--- config.mk ---
export PLATFORM = sky130hd
export DESIGN_NAME = par2ser_flat
export DESIGN_NICKNAME = d
export VERILOG_FILES = /design/src/rtl/par2ser_pkg.sv /design/src/rtl/par2ser_if.sv /design/src/rtl/par2ser_hold.sv /design/src/rtl/par2ser.sv /design/src/flat_wrapper.sv
export SDC_FILE = /design/constraint.sdc
export NUM_CORES = 1
export LEC_CHECK = 0
export ABC_AREA = 0
export CORE_MARGIN = 2
export CORE_UTILIZATION = 25
export CTS_CLUSTER_SIZE = 16
export DETAILED_ROUTE_END_ITERATION = 10
export PLACE_DENSITY = 0.47
export SLEW_MARGIN = 20
export SYNTH_ARGS = -nofsm -noshare
export SYNTH_HDL_FRONTEND = slang
export SYNTH_SLANG_ARGS = --single-unit
--- constraint.sdc ---
create_clock -name Clk -period 3 [get_ports Clk]
set_clock_uncertainty 0.2 [all_clocks]
set_input_delay 0.9 -clock Clk [delete_from_list [all_inputs] [get_ports Clk]]
set_output_delay 0.9 -clock Clk [all_outputs]
set_load 0.02 [all_outputs]
--- src/rtl/par2ser_pkg.sv ---
// Shared types and constants for the par2ser transmitter.
//   par2ser_state_t : engine state (IDLE, SHIFT, GAP)
//   MAX_IDLE_GAP    : largest supported inter-word gap
//   GAP_CNT_W       : width of the gap counter
//   bit_cnt_w()     : width of the bit counter for a given word length
package par2ser_pkg;

  typedef enum logic [1:0] {
    IDLE,
    SHIFT,
    GAP
  } par2ser_state_t;

  localparam int unsigned MAX_IDLE_GAP = 15;
  localparam int unsigned GAP_CNT_W    = 4;

  // Bit counter width; never narrower than one bit.
  function automatic int unsigned bit_cnt_w(input int unsigned bitlen);
    return (bitlen < 2) ? 1 : int'($clog2(bitlen));
  endfunction

endpackage

--- src/rtl/par2ser_if.sv ---
// Parallel-in / serial-out bus of the par2ser transmitter.
//   ParDataIn/ParDataValid/ParDataReady : word handshake (source -> transmitter)
//   SerDataOut/SerDataEn                : serial link, LSB first
//   WordDone                            : pulse on the last bit of a word
//   Busy                                : engine active or word held
// master = word source / link observer, slave = transmitter.
interface par2ser_if #(
  parameter int unsigned bitlen = 8
);

  logic [bitlen-1:0] ParDataIn;
  logic              ParDataValid;
  logic              ParDataReady;
  logic              SerDataOut;
  logic              SerDataEn;
  logic              WordDone;
  logic              Busy;

  modport master (
    output ParDataIn, ParDataValid,
    input  ParDataReady, SerDataOut, SerDataEn, WordDone, Busy
  );

  modport slave (
    input  ParDataIn, ParDataValid,
    output ParDataReady, SerDataOut, SerDataEn, WordDone, Busy
  );

endinterface

--- src/rtl/par2ser_hold.sv ---
// One-entry valid/ready holding buffer.
//   Clk, Rst   : clock, synchronous active-high reset
//   in_data    : incoming word
//   in_valid   : incoming word valid
//   in_ready   : buffer empty (registered, no path from in_valid)
//   take       : consumer removes the held word (only while hold_full)
//   hold_data  : held word
//   hold_full  : buffer occupied
module par2ser_hold #(
  parameter int unsigned bitlen = 8
) (
  input  logic              Clk,
  input  logic              Rst,
  input  logic [bitlen-1:0] in_data,
  input  logic              in_valid,
  output logic              in_ready,
  input  logic              take,
  output logic [bitlen-1:0] hold_data,
  output logic              hold_full
);

  // take only happens while full and accept only while empty, so they never collide.
  always_ff @(posedge Clk) begin
    if (Rst) begin
      hold_data <= '0;
      hold_full <= 1'b0;
      in_ready  <= 1'b1;
    end else if (take) begin
      hold_full <= 1'b0;
      in_ready  <= 1'b1;
    end else if (in_valid && in_ready) begin
      hold_data <= in_data;
      hold_full <= 1'b1;
      in_ready  <= 1'b0;
    end
  end

endmodule

--- src/rtl/par2ser.sv ---
// Parallel-to-serial transmitter: takes a word through a one-entry holding
// buffer and shifts it out LSB first, one bit per clock, with an optional
// forced idle gap between words.
//   Clk, Rst : clock, synchronous active-high reset
//   bus      : par2ser_if slave (word handshake in, serial link out)
module par2ser
  import par2ser_pkg::*;
#(
  parameter int unsigned bitlen  = 8,
  parameter int unsigned IdleGap = 0
) (
  input  logic     Clk,
  input  logic     Rst,
  par2ser_if.slave bus
);

  localparam int unsigned CNT_W      = bit_cnt_w(bitlen);
  localparam int unsigned GAP_CYCLES = (IdleGap > MAX_IDLE_GAP) ? MAX_IDLE_GAP : IdleGap;
  localparam logic [CNT_W-1:0]     LAST_BIT   = CNT_W'(bitlen - 1);
  localparam logic [CNT_W-1:0]     PENULT_BIT = CNT_W'(bitlen - 2);
  localparam logic [GAP_CNT_W-1:0] GAP_LAST   = GAP_CNT_W'((GAP_CYCLES == 0) ? 0 : GAP_CYCLES - 1);

  par2ser_state_t    state, state_nxt;
  logic [bitlen-1:0] shift_reg, shift_nxt;
  logic [CNT_W-1:0]  bit_cnt, bit_cnt_nxt;
  logic [GAP_CNT_W-1:0] gap_cnt, gap_cnt_nxt;
  logic ser_out, ser_out_nxt;
  logic ser_en, ser_en_nxt;
  logic word_done, word_done_nxt;
  logic busy, busy_nxt;

  logic [bitlen-1:0] hold_data;
  logic hold_full, hold_ready, take, load, accept, hold_full_nxt;

  par2ser_hold #(.bitlen(bitlen)) u_hold (
    .Clk       (Clk),
    .Rst       (Rst),
    .in_data   (bus.ParDataIn),
    .in_valid  (bus.ParDataValid),
    .in_ready  (hold_ready),
    .take      (take),
    .hold_data (hold_data),
    .hold_full (hold_full)
  );

  assign accept = bus.ParDataValid && hold_ready;

  // Next state and next (registered) outputs; ser_out shows the bit indexed by bit_cnt.
  always_comb begin
    state_nxt     = state;
    shift_nxt     = shift_reg;
    bit_cnt_nxt   = bit_cnt;
    gap_cnt_nxt   = gap_cnt;
    ser_out_nxt   = 1'b0;
    ser_en_nxt    = 1'b0;
    word_done_nxt = 1'b0;
    take          = 1'b0;
    load          = 1'b0;

    unique case (state)
      IDLE: load = hold_full;
      SHIFT: begin
        if (bit_cnt == LAST_BIT) begin
          if (GAP_CYCLES == 0) begin
            load = hold_full;
            if (!hold_full) state_nxt = IDLE;
          end else begin
            state_nxt   = GAP;
            gap_cnt_nxt = '0;
          end
        end else begin
          shift_nxt     = shift_reg >> 1;
          ser_out_nxt   = shift_reg[0];
          ser_en_nxt    = 1'b1;
          bit_cnt_nxt   = bit_cnt + 1'b1;
          word_done_nxt = (bit_cnt == PENULT_BIT);
        end
      end
      GAP: begin
        if (gap_cnt == GAP_LAST) begin
          load = hold_full;
          if (!hold_full) state_nxt = IDLE;
        end else begin
          gap_cnt_nxt = gap_cnt + 1'b1;
        end
      end
      default: state_nxt = IDLE;
    endcase

    // Bit 0 goes straight to the output; the remaining bits wait in shift_reg.
    if (load) begin
      take        = 1'b1;
      shift_nxt   = hold_data >> 1;
      ser_out_nxt = hold_data[0];
      ser_en_nxt  = 1'b1;
      bit_cnt_nxt = '0;
      state_nxt   = SHIFT;
    end

    hold_full_nxt = take ? 1'b0 : (accept ? 1'b1 : hold_full);
    busy_nxt      = (state_nxt != IDLE) || hold_full_nxt;
  end

  always_ff @(posedge Clk) begin
    if (Rst) begin
      state     <= IDLE;
      shift_reg <= '0;
      bit_cnt   <= '0;
      gap_cnt   <= '0;
      ser_out   <= 1'b0;
      ser_en    <= 1'b0;
      word_done <= 1'b0;
      busy      <= 1'b0;
    end else begin
      state     <= state_nxt;
      shift_reg <= shift_nxt;
      bit_cnt   <= bit_cnt_nxt;
      gap_cnt   <= gap_cnt_nxt;
      ser_out   <= ser_out_nxt;
      ser_en    <= ser_en_nxt;
      word_done <= word_done_nxt;
      busy      <= busy_nxt;
    end
  end

  assign bus.ParDataReady = hold_ready;
  assign bus.SerDataOut   = ser_out;
  assign bus.SerDataEn    = ser_en;
  assign bus.WordDone     = word_done;
  assign bus.Busy         = busy;

endmodule

--- src/flat_wrapper.sv ---
// flat-port wrapper written by rule: the top's interface ports become plain ports
module par2ser_flat import par2ser_pkg::*;
#(
  parameter int unsigned bitlen  = 8,
  parameter int unsigned IdleGap = 0
)
  (Clk, Rst, bus_ParDataIn, bus_ParDataValid, bus_ParDataReady, bus_SerDataOut, bus_SerDataEn, bus_WordDone, bus_Busy);
  par2ser_if #(.bitlen(bitlen)) bus_i ();
  input  logic Clk;
  input  logic Rst;
  input wire logic [$bits(bus_i.ParDataIn)-1:0] bus_ParDataIn;
  input wire logic [$bits(bus_i.ParDataValid)-1:0] bus_ParDataValid;
  output wire logic [$bits(bus_i.ParDataReady)-1:0] bus_ParDataReady;
  output wire logic [$bits(bus_i.SerDataOut)-1:0] bus_SerDataOut;
  output wire logic [$bits(bus_i.SerDataEn)-1:0] bus_SerDataEn;
  output wire logic [$bits(bus_i.WordDone)-1:0] bus_WordDone;
  output wire logic [$bits(bus_i.Busy)-1:0] bus_Busy;
  assign bus_i.ParDataIn = bus_ParDataIn;
  assign bus_i.ParDataValid = bus_ParDataValid;
  assign bus_ParDataReady = bus_i.ParDataReady;
  assign bus_SerDataOut = bus_i.SerDataOut;
  assign bus_SerDataEn = bus_i.SerDataEn;
  assign bus_WordDone = bus_i.WordDone;
  assign bus_Busy = bus_i.Busy;
  par2ser #(.bitlen(bitlen), .IdleGap(IdleGap)) u_core (.Clk(Clk), .Rst(Rst), .bus(bus_i));
endmodule
==> key figures, run 1 <==
Drt
  • Vias per cell: 4.61
  • Final ANT Viol Nets: 0
  • DRC viols: 0
  • First-pass iteration count of the detailed router: 4
  • Vias: 1129
  • Total Wirelength: 2.95 mm
  • WL/cell: 12.0 um
  • DR iter-0 viols: 48

Floorplan
  • Core region area: 5570 sq um
  • IO Pins: 16
  • Die Span X: 80.4 um
  • Die area: 6460 sq um
  • DIE HEIGHT: 80.4 um
  • Initial Util: 26.2%
  • Std-Cell Rows: 27

CTS
  • Clk root buf: clkbuf_8
  • TritonCTS clock tree: done
  • Clock transition at path regs: 0.06 ns
  • CTS Hold Bufs: 0
  • Num CTS Buffers: 5
  • Clk buf depth: 2
  • Setup Fix Bufs, Post-CTS: 0
  • Post_cts resized: 0
  • Clock latency on the worst-skew pair: 0.28 ns
  • Clock sink count: 30
  • H-Tree Depth: 2

Timing
  • Final Cycle Share: 81.1%
  • Fin Setup TNS: 0 ns
  • Worst-margin pin slew: 0.495 ns
  • Max Slew Vio Count: 0
  • Min Tclk post-route: 2.43 ns
  • Setup violators final: 0
  • RSZ-0062 raised after global routing: no
  • Max_slew headroom: 66.8%
  • Final hold viol count: 0
  • Fmax: 0.411 GHz

Flow run
  • Max-Cap Viols: 0

Logic synthesis
  • Ys Warns: 0
  • Count of cell types in the netlist: 38
  • Post-Synthesis Cells: 154
  • Syn Area/Cell: 9.47 sq um
  • Ys flop type: dfxtp_1
  • Asr flop ratio synth: 0%
  • Mapped Area: 1460 sq um
  • Post-synth EDFFs: 0
  • Number of synthesized register bits: 30
  • Register area share after synthesis: 41.2%
  • Syn nets: 174

Global routing
  • GRT met2 Usage: 16.3%
  • M1 GR Usage: 12.6%
  • Most used routing layer: met2
  • GRT Residual Overflow: 0
  • Global Route Usage Sum: 10.5%
  • First-pass GRT wire length: 5.14 mm
  • Initial antenna violation count: 0
  • M3 GR Usage: 4.83%
  • Largest net degree at the start of global routing: 21
  • Vias in the first global route: 1113

Setup path
  • Setup CP Type: reg2reg
  • Worst Path Required: 3.01 ns
  • Crit path max fanout: 8
  • Cell Chain, Critical Path: inv_1 -> ha_1 -> and4bb_4 -> o311ai_4 -> and3_1 -> mux2i_1
  • CP startpoint kind: flip-flop
  • Crit path DAT: 2.44 ns
  • Setup crit end kind: flip-flop
  • Slowest CP cell: and3_1
  • Crit path largest cell delay: 0.51 ns

Finish
  • Highest-count cells in the layout ignoring fill and taps: nand2_1 (32), dfxtp_1 (30), clkdlybuf4s50_1 (15)
  • Layout cell share with drive strength beyond 1: 13.3%
  • Commonest non-fill, non-tap cell in the layout: nand2_1
  • Synthesis-to-layout area growth: 21.3%
  • Antenna diodes: 0
  • Final #Nets: 192
  • Max reg flops: 8

Min path
  • Hold Crit Class: reg2reg

Power and ir drop
  • Worst VDD drop: 0.214 mV
  • Power Total: 1.01 mW
  • Leak: 0.645 nW
  • PD cells: 572 nW/um^2

Placed design
  • HPWL after DPL: 2.21 mm
  • Routability Congestion: 0.664
  • PortBufs: 15

Status
  • Run status: completed
[per-layer routing]
| layer | wire [um] | part of all wire [%] |
|---|---|---|
| met3 | 123 | 4.2 |
| met1 | 1410 | 48 |
| met2 | 1380 | 47 |
| met4 | 36 | 1.2 |
| met5 | 0 | 0 |
[path summary, 6_finish.rpt]
check	startpoint	end	slack, ns	depth (start not counted)
worst max-delay path	u_core.state[0]	u_core.u_hold.hold_data[0]	0.57	6
worst min register to register	u_core.u_hold.hold_data[1]	u_core.u_hold.hold_data[1]	0.26	2
worst max register to register	u_core.state[0]	u_core.u_hold.hold_data[0]	0.57	6
worst min-delay path	u_core.u_hold.hold_data[1]	u_core.u_hold.hold_data[1]	0.26	2
[Yosys cell counts (all sizes together), types with 3 or more instances]
| master | n | area (sq um) |
|---|---|---|
| inv | 7 | 26.3 |
| buf | 5 | 36.3 |
| o22ai | 3 | 18.8 |
| dfxtp | 30 | 601 |
| mux2i | 9 | 90.1 |
| ha | 9 | 113 |
| a21oi | 5 | 25.0 |
| nand2 | 32 | 120 |
| nand3 | 4 | 20.0 |
| nor2 | 7 | 26.3 |
| a311oi | 6 | 90.1 |
| nor3 | 9 | 45.0 |
[stage by stage]
step | util (%) | instances | setup slack (ns) | hold slack [ns] | cell area [sq um]
final | 31.7 | 245 | 0.566 | 0.261 | 1770
after global routing | 31.7 | 245 | 0.415 | 0.283 | 1770
after CTS | 31.7 | 245 | 0.538 | 0.266 | 1770
after detailed placement | 30.1 | 237 | 0.515 | 0.253 | 1680
after global placement | 30.1 | 237 | 0.542 | 0.248 | 1680
after floorplan | - | 154 | 0.849 | 0.232 | 1460
[logic make-up after synthesis]
family | synth area share [%]
compound gates | 17.0
xor+xnor | 2.40
fa+ha+maj | 7.72
buf+inv | 5.06
flops | 41.2
mux | 6.18
simple gates | 20.5
[where the power goes]
part | switching, mW | internal [mW] | total (mW) | leakage (nW)
Sequential | 0.0257 | 0.439 | 0.465 | 0.245
Combinational | 0.117 | 0.0996 | 0.216 | 0.352
Clock | 0.147 | 0.185 | 0.331 | 0.0482
[layout make-up]
type | count | area (sq um)
clock buffers | 7 | 86.3
clock inverters | 1 | 5.00
fillers | 604 | 3800
inverters | 8 | 30.0
multi-input cells | 109 | 785
flip-flops and latches | 30 | 601
well taps | 72 | 90.1
repair buffers | 18 | 173
[worst max-delay path: cells and delay by family, from the launching register on]
kind | cells | cell delay, ns
adder cells (fa/ha/maj) | 1 | 0.30
flip-flops | 1 | 0.43
AO/OA/AOI/OAI | 1 | 0.30
buffers and inverters | 1 | 0.13
multiplexers | 1 | 0.24
AND/OR/NAND/NOR | 2 | 0.78
(Power assumes the default switching activity.)
==> run 2: changes to the inputs <==
clock period = 2.55 ns   (was 3 ns; I/O delays follow)
==> run 2 against run 1 <==
Register-to-register slack worse by 0.36 ns. Worst setup slack lost 0.36 ns. Sequential share of layout area decreased by 0.96 points. Core utilization grew 0.92 points. Non-clock buffer count rose by 4. First-iteration DRC count shrank 2.1%. Combinational power up 23%. Wire length grew 5.3%. Global-route usage increased by 0.58 points. Highest routed layer unchanged. Largest cell class unchanged. Clock-buffer cell count is 1 lower. Clock power increased by 49%. Sequential power increased by 18%. Largest power group unchanged.
==> key figures, run 2 (synthesized netlist as in run 1, its figures left out) <==
Setup path
  • Crit path largest cell delay: 0.43 ns
  • Worst Path Required: 2.54 ns
  • Top delay family on crit path: simple AND/OR/NAND/NOR gates
  • CP startpoint kind: flip-flop
  • Sum of buffers and inverters on the critical path: 1
  • Slowest CP cell: dfxtp_1
  • Setup crit end kind: flip-flop
  • R2r setup slk: 0.21 ns
  • Crit path DAT: 2.33 ns
  • Reg2Reg Depth: 6
  • Crit path max fanout: 8
  • Setup CP Type: reg2reg
  • Crit Reg-Reg Startpoint: u_core.state[0]
  • FF-to-FF End: u_core.shift_reg[5]
  • Cell Chain, Critical Path: inv_1 -> ha_1 -> and4bb_4 -> o2111a_2 -> or2_1 -> a311oi_2

Power and ir drop
  • Worst VDD drop: 0.276 mV
  • Net Switching: 354 uW
  • Logic gate share of total power: 20.3%
  • P_int: 951 uW
  • Sequential power share: 42.0%
  • Leak: 0.674 nW
  • Clk network pwr share: 37.7%
  • PD cells: 717 nW/um^2
  • Net Sw Frac: 27.1%

Placed design
  • Routability Congestion: 0.747
  • PortBufs: 15
  • HPWL after DPL: 2.29 mm

Min path
  • Hold Crit Class: reg2reg
  • Hold endpoint: u_core.u_hold.hold_data[1]
  • Hold Path Depth: 2
  • Hold path start: u_core.u_hold.hold_data[1]

Timing
  • Worst-margin pin slew: 0.357 ns
  • RSZ-0062 raised after global routing: no
  • Fmax: 0.427 GHz
  • Fin Setup TNS: 0 ns
  • Min Tclk post-route: 2.34 ns
  • Max_slew headroom: 76.0%
  • Setup violators final: 0
  • Final hold viol count: 0
  • Final Cycle Share: 91.9%
  • Max Slew Vio Count: 0

Drt
  • Vias per cell: 4.59
  • Total Wirelength: 3.11 mm
  • Final ANT Viol Nets: 0
  • Vias: 1139
  • DR iter-0 viols: 47
  • WL/cell: 12.5 um
  • First-pass iteration count of the detailed router: 4
  • DRC viols: 0

Finish
  • Synthesis-to-layout area growth: 24.8%
  • Post-layout utilization of the core: 32.7%
  • Antenna diodes: 0
  • Max reg flops: 8
  • Final #Nets: 196
  • Commonest non-fill, non-tap cell in the layout: nand2_1
  • Layout cell share with drive strength beyond 1: 15.3%
  • Highest-count cells in the layout ignoring fill and taps: nand2_1 (32), dfxtp_1 (30), clkdlybuf4s50_1 (15)

Floorplan
  • Std-Cell Rows: 27
  • Initial Util: 26.2%
  • Core region area: 5570 sq um
  • Die Span X: 80.4 um
  • IO Pins: 16
  • DIE HEIGHT: 80.4 um
  • Die area: 6460 sq um

Global routing
  • Largest net degree at the start of global routing: 19
  • Vias in the first global route: 1172
  • Global Route Usage Sum: 11.1%
  • Initial antenna violation count: 0
  • First-pass GRT wire length: 5.44 mm
  • GRT Residual Overflow: 0

CTS
  • CTS Hold Bufs: 0
  • Setup Fix Bufs, Post-CTS: 0
  • Num CTS Buffers: 5
  • Clock latency on the worst-skew pair: 0.28 ns
  • TritonCTS clock tree: done
  • Clk buf depth: 2
  • Clock transition at path regs: 0.07 ns
  • H-Tree Depth: 2
  • Clk root buf: clkbuf_8
  • Clock sink count: 30
  • Post_cts resized: 0

Status
  • Run status: completed

Flow run
  • Max-Cap Viols: 0
run 2: per-layer routing:
| metal | vias up | wire length [um] | track usage [%] |
|---|---|---|---|
| met5 | - | 0 | 0 |
| met4 | 0 | 39 | 4.75 |
| met3 | 4 | 133 | 3.82 |
| met2 | 24 | 1420 | 17.6 |
| met1 | 524 | 1510 | 13.5 |
| li1 | 587 | - | - |
run 2: metrics by stage:
stage / power, mW / area [sq um] / hold slack, ns / std cells / setup slack, ns
global placement: 0.812 / 1710 / 0.250 / 241 / 0.352
floorplan: 0.750 / 1460 / 0.232 / 154 / 0.399
CTS: 1.32 / 1820 / 0.268 / 248 / 0.221
global route: 1.38 / 1820 / 0.308 / 248 / 0.0632
detailed placement: 0.825 / 1710 / 0.257 / 241 / 0.240
finish: 1.30 / 1820 / 0.263 / 248 / 0.207
run 2: power by group through the flow:
stage | Sequential (mW) | Clock [mW] | Combinational [mW]
2_1_floorplan | 0.558 | 0 | 0.192
3_5_place_dp | 0.558 | 0 | 0.266
5_1_grt | 0.554 | 0.532 | 0.293
4_1_cts | 0.548 | 0.508 | 0.267
6_report | 0.548 | 0.492 | 0.265
3_3_place_gp | 0.555 | 0 | 0.257
run 2: worst reg2reg max path: cells and delay by family (launching register included):
family | cells | cell delay, ns
adders and majority gates | 1 | 0.30
buffers and inverters | 1 | 0.14
AOI/OAI and AO/OA | 2 | 0.55
and+or+nand+nor | 2 | 0.63
DFF | 1 | 0.43
run 2: worst max path at each step:
stage,from,endpoint,slack [ns],depth (start not counted)
2_1_floorplan,u_core.state[0],u_core.u_hold.hold_data[0],0.40,7
3_3_place_gp,u_core.state[0],u_core.shift_reg[1],0.35,6
3_5_place_dp,u_core.state[0],u_core.shift_reg[5],0.24,6
4_1_cts,u_core.state[0],u_core.shift_reg[5],0.22,6
5_1_grt,u_core.state[0],u_core.shift_reg[5],0.06,6
6_report,u_core.state[0],u_core.shift_reg[5],0.21,6
run 2: final cells by class:
| class | instances | area (sq um) |
|---|---|---|
| inverters | 8 | 30.0 |
| clock inverters | 1 | 30.0 |
| multi-input cells | 109 | 785 |
| clock buffers | 6 | 82.6 |
| flip-flops and latches | 30 | 601 |
| well taps | 72 | 90.1 |
| repair buffers | 22 | 203 |
| fillers | 605 | 3750 |
==> run 3: changes to the inputs <==
ABC_AREA = unset   (was 0)
==> results of run 3 <==
Final layout, timing and power as in run 2 (identical DEF).
